File: config.mk
export PLATFORM = sky130hd
export DESIGN_NAME = uart_tx_arbiter
export DESIGN_NICKNAME = d
export VERILOG_FILES = /design/src/rtl/uart_pkg.sv /design/src/rtl/rr_arbiter.sv /design/src/rtl/uart_tx_arbiter.sv
export SDC_FILE = /design/constraint.sdc
export NUM_CORES = 1
export LEC_CHECK = 0
export CELL_PAD_IN_SITES_DETAIL_PLACEMENT = 1
export CELL_PAD_IN_SITES_GLOBAL_PLACEMENT = 1
export CORE_MARGIN = 3
export CORE_UTILIZATION = 29
export CTS_CLUSTER_DIAMETER = 150
export DETAILED_ROUTE_END_ITERATION = 10
export PLACE_DENSITY_LB_ADDON = 0.1
export SYNTH_ARGS = -nofsm -noshare
export SYNTH_HDL_FRONTEND = slang
export SYNTH_SLANG_ARGS = --single-unit
File: constraint.sdc
create_clock -name clk -period 2.05 [get_ports clk]
set_input_delay 0.205 -clock clk [delete_from_list [all_inputs] [get_ports clk]]
set_output_delay 0.205 -clock clk [all_outputs]
set_load 0.005 [all_outputs]
File: src/rtl/uart_pkg.sv
// Shared state encoding and frame-header helper for the UART transmit arbiter.
package uart_pkg;

   typedef enum logic [1:0] {
      IDLE,
      LOAD,
      PRESENT,
      DRAIN
   } state_t;

   localparam logic [3:0] HDR_TAG = 4'hA;

   // Header carries the tag in the upper nibble and the granted requester in the lower.
   function automatic logic [7:0] build_header(input logic [3:0] grant);
      return {HDR_TAG, grant};
   endfunction

endpackage

File: src/rtl/rr_arbiter.sv
// Combinational round-robin pick: first requester after last_grant (with wrap) that is asserting.
module rr_arbiter #(
   parameter int unsigned NUM_REQ = 4,
   parameter int unsigned GW      = $clog2(NUM_REQ)
) (
   input  logic [NUM_REQ-1:0] req,
   input  logic [GW-1:0]      last_grant,
   output logic               grant_any,
   output logic [NUM_REQ-1:0] grant_oh,
   output logic [GW-1:0]      grant_idx
);

   logic [GW-1:0] cand;

   always_comb begin
      grant_any = 1'b0;
      grant_oh  = '0;
      grant_idx = '0;
      cand      = '0;
      // Offsets start at 1 so the previous grantee is searched last.
      for (int unsigned k = 1; k <= NUM_REQ; k++) begin
         cand = GW'((32'(last_grant) + k) % NUM_REQ);
         if (!grant_any && req[cand]) begin
            grant_any = 1'b1;
            grant_idx = cand;
         end
      end
      if (grant_any) begin
         grant_oh[grant_idx] = 1'b1;
      end
   end

endmodule

File: src/rtl/uart_tx_arbiter.sv
// Shares one UART transmitter among NUM_REQ requesters; each granted word is sent as
// a frame of header, payload (LSB first) and optional XOR checksum.
module uart_tx_arbiter
   import uart_pkg::*;
#(
   parameter int unsigned NUM_REQ     = 4,
   parameter int unsigned WORD_BYTES  = 4,
   parameter int unsigned CHECKSUM_EN = 1
) (
   input  logic                          clk,
   input  logic                          reset,
   input  logic [NUM_REQ-1:0]            req_valid,
   input  logic [NUM_REQ*WORD_BYTES*8-1:0] req_data,
   output logic [NUM_REQ-1:0]            req_ack,
   output logic [7:0]                    tx_data,
   output logic                          tx_data_ready,
   input  logic                          tx_ready_to_send,
   output logic                          busy,
   output logic                          frame_done
);

   localparam int unsigned WB        = WORD_BYTES * 8;
   localparam int unsigned CS_BYTES  = (CHECKSUM_EN != 0) ? 1 : 0;
   localparam int unsigned FRAME_LEN = 1 + WORD_BYTES + CS_BYTES;
   localparam int unsigned IDX_W     = $clog2(FRAME_LEN + 1);
   localparam int unsigned GW        = $clog2(NUM_REQ);

   state_t               state_q, state_d;
   logic [GW-1:0]        last_grant_q, last_grant_d;
   logic [WB-1:0]        word_q, word_d;
   logic [IDX_W-1:0]     idx_q, idx_d;
   logic [7:0]           csum_q, csum_d;
   logic [7:0]           tx_data_q, tx_data_d;
   logic                 tx_data_ready_q, tx_data_ready_d;
   logic                 busy_q, busy_d;
   logic                 frame_done_q, frame_done_d;
   logic [NUM_REQ-1:0]   req_ack_q, req_ack_d;

   logic                 arb_any;
   logic [NUM_REQ-1:0]   arb_oh;
   logic [GW-1:0]        arb_idx;
   logic [WB-1:0]        word_sel;
   logic [7:0]           hdr;
   logic [7:0]           pay_byte;
   logic [7:0]           frame_byte;

   rr_arbiter #(
      .NUM_REQ (NUM_REQ),
      .GW      (GW)
   ) u_rr_arbiter (
      .req        (req_valid),
      .last_grant (last_grant_q),
      .grant_any  (arb_any),
      .grant_oh   (arb_oh),
      .grant_idx  (arb_idx)
   );

   always_comb begin
      word_sel = '0;
      for (int unsigned r = 0; r < NUM_REQ; r++) begin
         if (arb_idx == GW'(r)) begin
            word_sel = req_data[r*WB +: WB];
         end
      end
   end

   always_comb begin
      hdr      = build_header(4'(last_grant_q));
      pay_byte = '0;
      for (int unsigned b = 0; b < WORD_BYTES; b++) begin
         if (idx_q == IDX_W'(b + 1)) begin
            pay_byte = word_q[b*8 +: 8];
         end
      end
      frame_byte = pay_byte;
      if (idx_q == '0) begin
         frame_byte = hdr;
      end else if (CHECKSUM_EN != 0 && idx_q == IDX_W'(WORD_BYTES + 1)) begin
         frame_byte = csum_q;
      end
   end

   // Grant, word capture and ack are taken together on the IDLE->LOAD edge, so the ack
   // pulse seen during LOAD already covers a latched word and the requester may move on.
   always_comb begin
      state_d         = state_q;
      last_grant_d    = last_grant_q;
      word_d          = word_q;
      idx_d           = idx_q;
      csum_d          = csum_q;
      tx_data_d       = tx_data_q;
      tx_data_ready_d = tx_data_ready_q;
      busy_d          = busy_q;
      frame_done_d    = 1'b0;
      req_ack_d       = '0;

      unique case (state_q)
         IDLE: begin
            if (arb_any && tx_ready_to_send) begin
               state_d      = LOAD;
               last_grant_d = arb_idx;
               word_d       = word_sel;
               req_ack_d    = arb_oh;
               busy_d       = 1'b1;
            end
         end
         LOAD: begin
            csum_d          = hdr;
            idx_d           = '0;
            tx_data_d       = hdr;
            tx_data_ready_d = 1'b1;
            state_d         = PRESENT;
         end
         PRESENT: begin
            // The sender drops ready only when it has taken the byte at its baud tick.
            if (!tx_ready_to_send) begin
               tx_data_ready_d = 1'b0;
               csum_d          = csum_q ^ pay_byte;
               idx_d           = idx_q + IDX_W'(1);
               state_d         = DRAIN;
            end
         end
         DRAIN: begin
            if (tx_ready_to_send) begin
               if (idx_q < IDX_W'(FRAME_LEN)) begin
                  tx_data_d       = frame_byte;
                  tx_data_ready_d = 1'b1;
                  state_d         = PRESENT;
               end else begin
                  tx_data_d    = '0;
                  frame_done_d = 1'b1;
                  busy_d       = 1'b0;
                  state_d      = IDLE;
               end
            end
         end
         default: begin
            state_d = IDLE;
         end
      endcase
   end

   always_ff @(posedge clk) begin
      if (reset) begin
         state_q         <= IDLE;
         last_grant_q    <= GW'(NUM_REQ - 1);
         word_q          <= '0;
         idx_q           <= '0;
         csum_q          <= '0;
         tx_data_q       <= '0;
         tx_data_ready_q <= 1'b0;
         busy_q          <= 1'b0;
         frame_done_q    <= 1'b0;
         req_ack_q       <= '0;
      end else begin
         state_q         <= state_d;
         last_grant_q    <= last_grant_d;
         word_q          <= word_d;
         idx_q           <= idx_d;
         csum_q          <= csum_d;
         tx_data_q       <= tx_data_d;
         tx_data_ready_q <= tx_data_ready_d;
         busy_q          <= busy_d;
         frame_done_q    <= frame_done_d;
         req_ack_q       <= req_ack_d;
      end
   end

   always_comb begin
      req_ack       = req_ack_q;
      tx_data       = tx_data_q;
      tx_data_ready = tx_data_ready_q;
      busy          = busy_q;
      frame_done    = frame_done_q;
   end

endmodule
==> results of run 1 <==
-- layer usage --
| metal | track usage | vias up | share of wire |
|---|---|---|---|
| met4 | 0.0740 | 0 | 0.021 |
| li1 | - | 2073 | - |
| met5 | 0 | - | 0 |
| met1 | 0.226 | 2066 | 0.42 |
| met3 | 0.0476 | 19 | 0.057 |
| met2 | 0.339 | 119 | 0.50 |
-- registers in the layout, summed over array words and instances (netlist names) --
name and flops:
idx_q 3, busy 1, csum_q 8, state_q 2
req_ack 4, last_grant_q 2, tx_data_ready 1, word_q 32
frame_done 1, tx_data 8
-- cells by family after synthesis --
group / share of synthesized area
muxes: 0.190
DFF: 0.310
adders and majority gates: 0.0156
buffers and inverters: 0.0782
AOI/OAI and AO/OA: 0.208
and+or+nand+nor: 0.198
-- worst paths after layout --
| check | startpoint | to | slack (ps) | depth (start not counted) |
|---|---|---|---|---|
| worst max-delay path | req_valid[3] | word_q[21] | 70 | 7 |
| worst min register to register | tx_data[2] | tx_data[2] | 460 | 2 |
| worst min-delay path | tx_data[2] | tx_data[2] | 460 | 2 |
| worst max register to register | state_q[1] | word_q[23] | 80 | 8 |
-- layout by cell type, fill, tap and decap left out, types with 4 or more instances in the layout --
| cell | instances |
|---|---|
| nand3b_1 | 8 |
| a21oi_1 | 19 |
| clkdlybuf4s50_1 | 148 |
| nor2_1 | 20 |
| clkbuf_16 | 10 |
| nand2b_1 | 6 |
| dfxtp_1 | 61 |
| clkinv_2 | 4 |
| a211oi_1 | 4 |
| o21ai_0 | 7 |
| buf_12 | 9 |
| buf_4 | 44 |
| a21oi_2 | 6 |
| inv_1 | 6 |
| a32oi_1 | 5 |
| buf_6 | 4 |
| mux2i_1 | 40 |
| a21o_1 | 4 |
| a221o_1 | 37 |
| nand2_1 | 31 |
| nand3_1 | 67 |
| mux2_2 | 30 |
-- cell type report --
type / instances / area share
repair buffers: 209 / 0.324
multi-input cells: 340 / 0.400
clock inverters: 7 / 0.0101
clock buffers: 9 / 0.0348
flip-flops and latches: 62 / 0.192
well taps: 176 / 0.0340
inverters: 8 / 0.00464
-- stage by stage --
stage	total power [W]	cell area, sq um	std cells	setup WS (ps)
5_1_grt	0.00432	6470	811	-45.2
3_5_place_dp	0.00257	5950	785	-328
3_3_place_gp	0.00254	5950	785	-294
6_report	0.00413	6470	811	66.6
4_1_cts	0.00410	6250	801	-46.2
2_1_floorplan	0.00201	4000	455	77.8
-- tightest hold or removal path, cell delays in order (launching register included) --
cell	delay (ps)
dfxtp_1	320
nand2_1	50
o21ai_0	60
-- power by group through the flow --
stage	logic [W]	clock network (W)	registers, W
2_1_floorplan	0.000609	0	0.00140
3_3_place_gp	0.00111	0	0.00143
3_5_place_dp	0.00113	0	0.00143
4_1_cts	0.00114	0.00155	0.00141
5_1_grt	0.00129	0.00160	0.00143
6_report	0.00120	0.00152	0.00142
-- synth_stat cells (all sizes together) (6+ instances only) --
library cell  instances  share of area
nand3b                8          0.015
o21ai                 8          0.011
nand2                31          0.029
buf                  30          0.057
nor2                 20          0.019
nand2b                6         0.0094
a221o                38          0.095
clkbuf               15          0.014
inv                   6         0.0056
dfxtp                62           0.31
mux2i                40           0.10
a21oi                26          0.033
mux2                 32          0.090
nand3                67          0.084
-- repair_timing --
action,4_1_cts,5_1_grt
setup endpoints to repair,9,44
pin swaps,0,8
hold endpoints to repair,0,0
resized for setup,4,29
gates cloned,0,3
setup buffers,0,7
==> summary.txt, run 1 <==
Cells and area
  • Share of post-route cells with drive strength above 1: 0.211
  • Register area: 0.00124 sq mm
  • Filler cell count: 1562
  • Antenna Cells: 0
  • Synth-to-Final Area Change: 61.8%
  • Fin util: 0.485
  • Final #Nets: 770
  • Area of the multi-input gates: 0.00259 sq mm

Synth
  • Synth Flop Type: dfxtp_1
  • Avg Inst Size Synth: 8.79 sq um
  • Post-synth EDFFs: 0
  • Post-Syn Nets: 595
  • Async set-reset flop share out of synthesis: 0
  • #FFs+latches synth: 62
  • Area of the mapped netlist: 0.00400 sq mm
  • Cell variety after synth: 49
  • Yosys warnings: 0
  • Synth Instances: 455
  • Post-synthesis sequential area ratio: 0.310

Timing
  • Maximum clock rate: 504 MHz
  • Setup TNS: 0 ps
  • RSZ-0062 raised after global routing: yes
  • Relative slew margins: 0.663
  • Final Hold Fails: 0
  • Worst Tran Pin Value: 503 ps
  • # setup viols final: 0
  • Max Clock Skew: 3.28 ps
  • Hold Slack: 459 ps
  • Tcrit/Tclk final: 0.968
  • Period minus WS final: 1980 ps
  • Max-slew violation count: 0

Pwr
  • Switching share of power: 0.285
  • Combinational power share: 0.290
  • Psw: 0.00118 W
  • P_int: 0.00295 W
  • Peak supply drop: 390 uV
  • Leakage dissipation: 2.43 nW
  • Clock power frac: 0.367
  • Sequential Power Share: 0.343
  • Pwr per Cell Area: 638 mW/mm^2

Worst setup path
  • Critical path peak fanout: 16
  • Buf+Inv Stages, Crit Path: 2
  • Data arrival, critical path: 2200 ps
  • Critical-path top delay cell: clkdlybuf4s50_1
  • Critical Path Start Type: primary input
  • Worst setup EP type: register
  • Worst path cell trace: clkdlybuf4s50_1 > or2b_4 > o21ai_2 > a221o_4 > buf_12 > mux2_2 > a221o_1
  • CP required: 2270 ps
  • CP top delay family: buffers and inverters
  • CP max stage delay: 510 ps
  • Kind of critical path: in2reg

Routing
  • DRT antenna net count: 0
  • Drt initial violations: 236
  • DR vias: 4277
  • # DRC: 0
  • WL/cell: 18.9 microns
  • Drt pass-1 iters: 4
  • Vias per inst: 5.27
  • Routed WL: 15300 microns

Floorplanning
  • Die W: 123 microns
  • Die Y: 123 microns
  • Row Count: 42
  • Die area: 0.0152 sq mm
  • Ports: 150
  • Core area: 0.0133 sq mm
  • Starting density of the core: 0.300

Place
  • DP Wirelength: 11400 microns
  • Final Wtd Congestion: 0.783
  • Port buffer count: 149

Clock network
  • Total CTS buffers: 9
  • Hold_buf cts: 0
  • Clock-pin slew on the worst setup and hold paths: 60 ps
  • CTS tree: built
  • Maximum clock path buffer count: 2
  • Htree depth: 3
  • CTS sink cnt: 62
  • Root buffer cell: clkbuf_16
  • Clk_lat worst skew: 340 ps

Worst hold path
  • Worst hold-check path type: reg2reg

GRT
  • Largest net degree at the start of global routing: 66
  • First-pass GRT wire length: 22700 microns
  • GRT Total Usage: 0.193
  • GRT overflow: 0
  • Number of global-route vias before repair: 4401
  • Initial antenna violation count: 0

Flow run
  • Max-cap viol count: 0

Outcome
  • Status: finished clean
Power figures use the tool's default switching activity.
==> run 2: changes to the inputs <==
Settings changed: CAP_MARGIN from default to 40, CTS_CLUSTER_DIAMETER 150 to 100, CTS_CLUSTER_SIZE from default to 16.
==> results of run 2 <==
No change in the layout: final DEF, timing and power equal those of run 1.
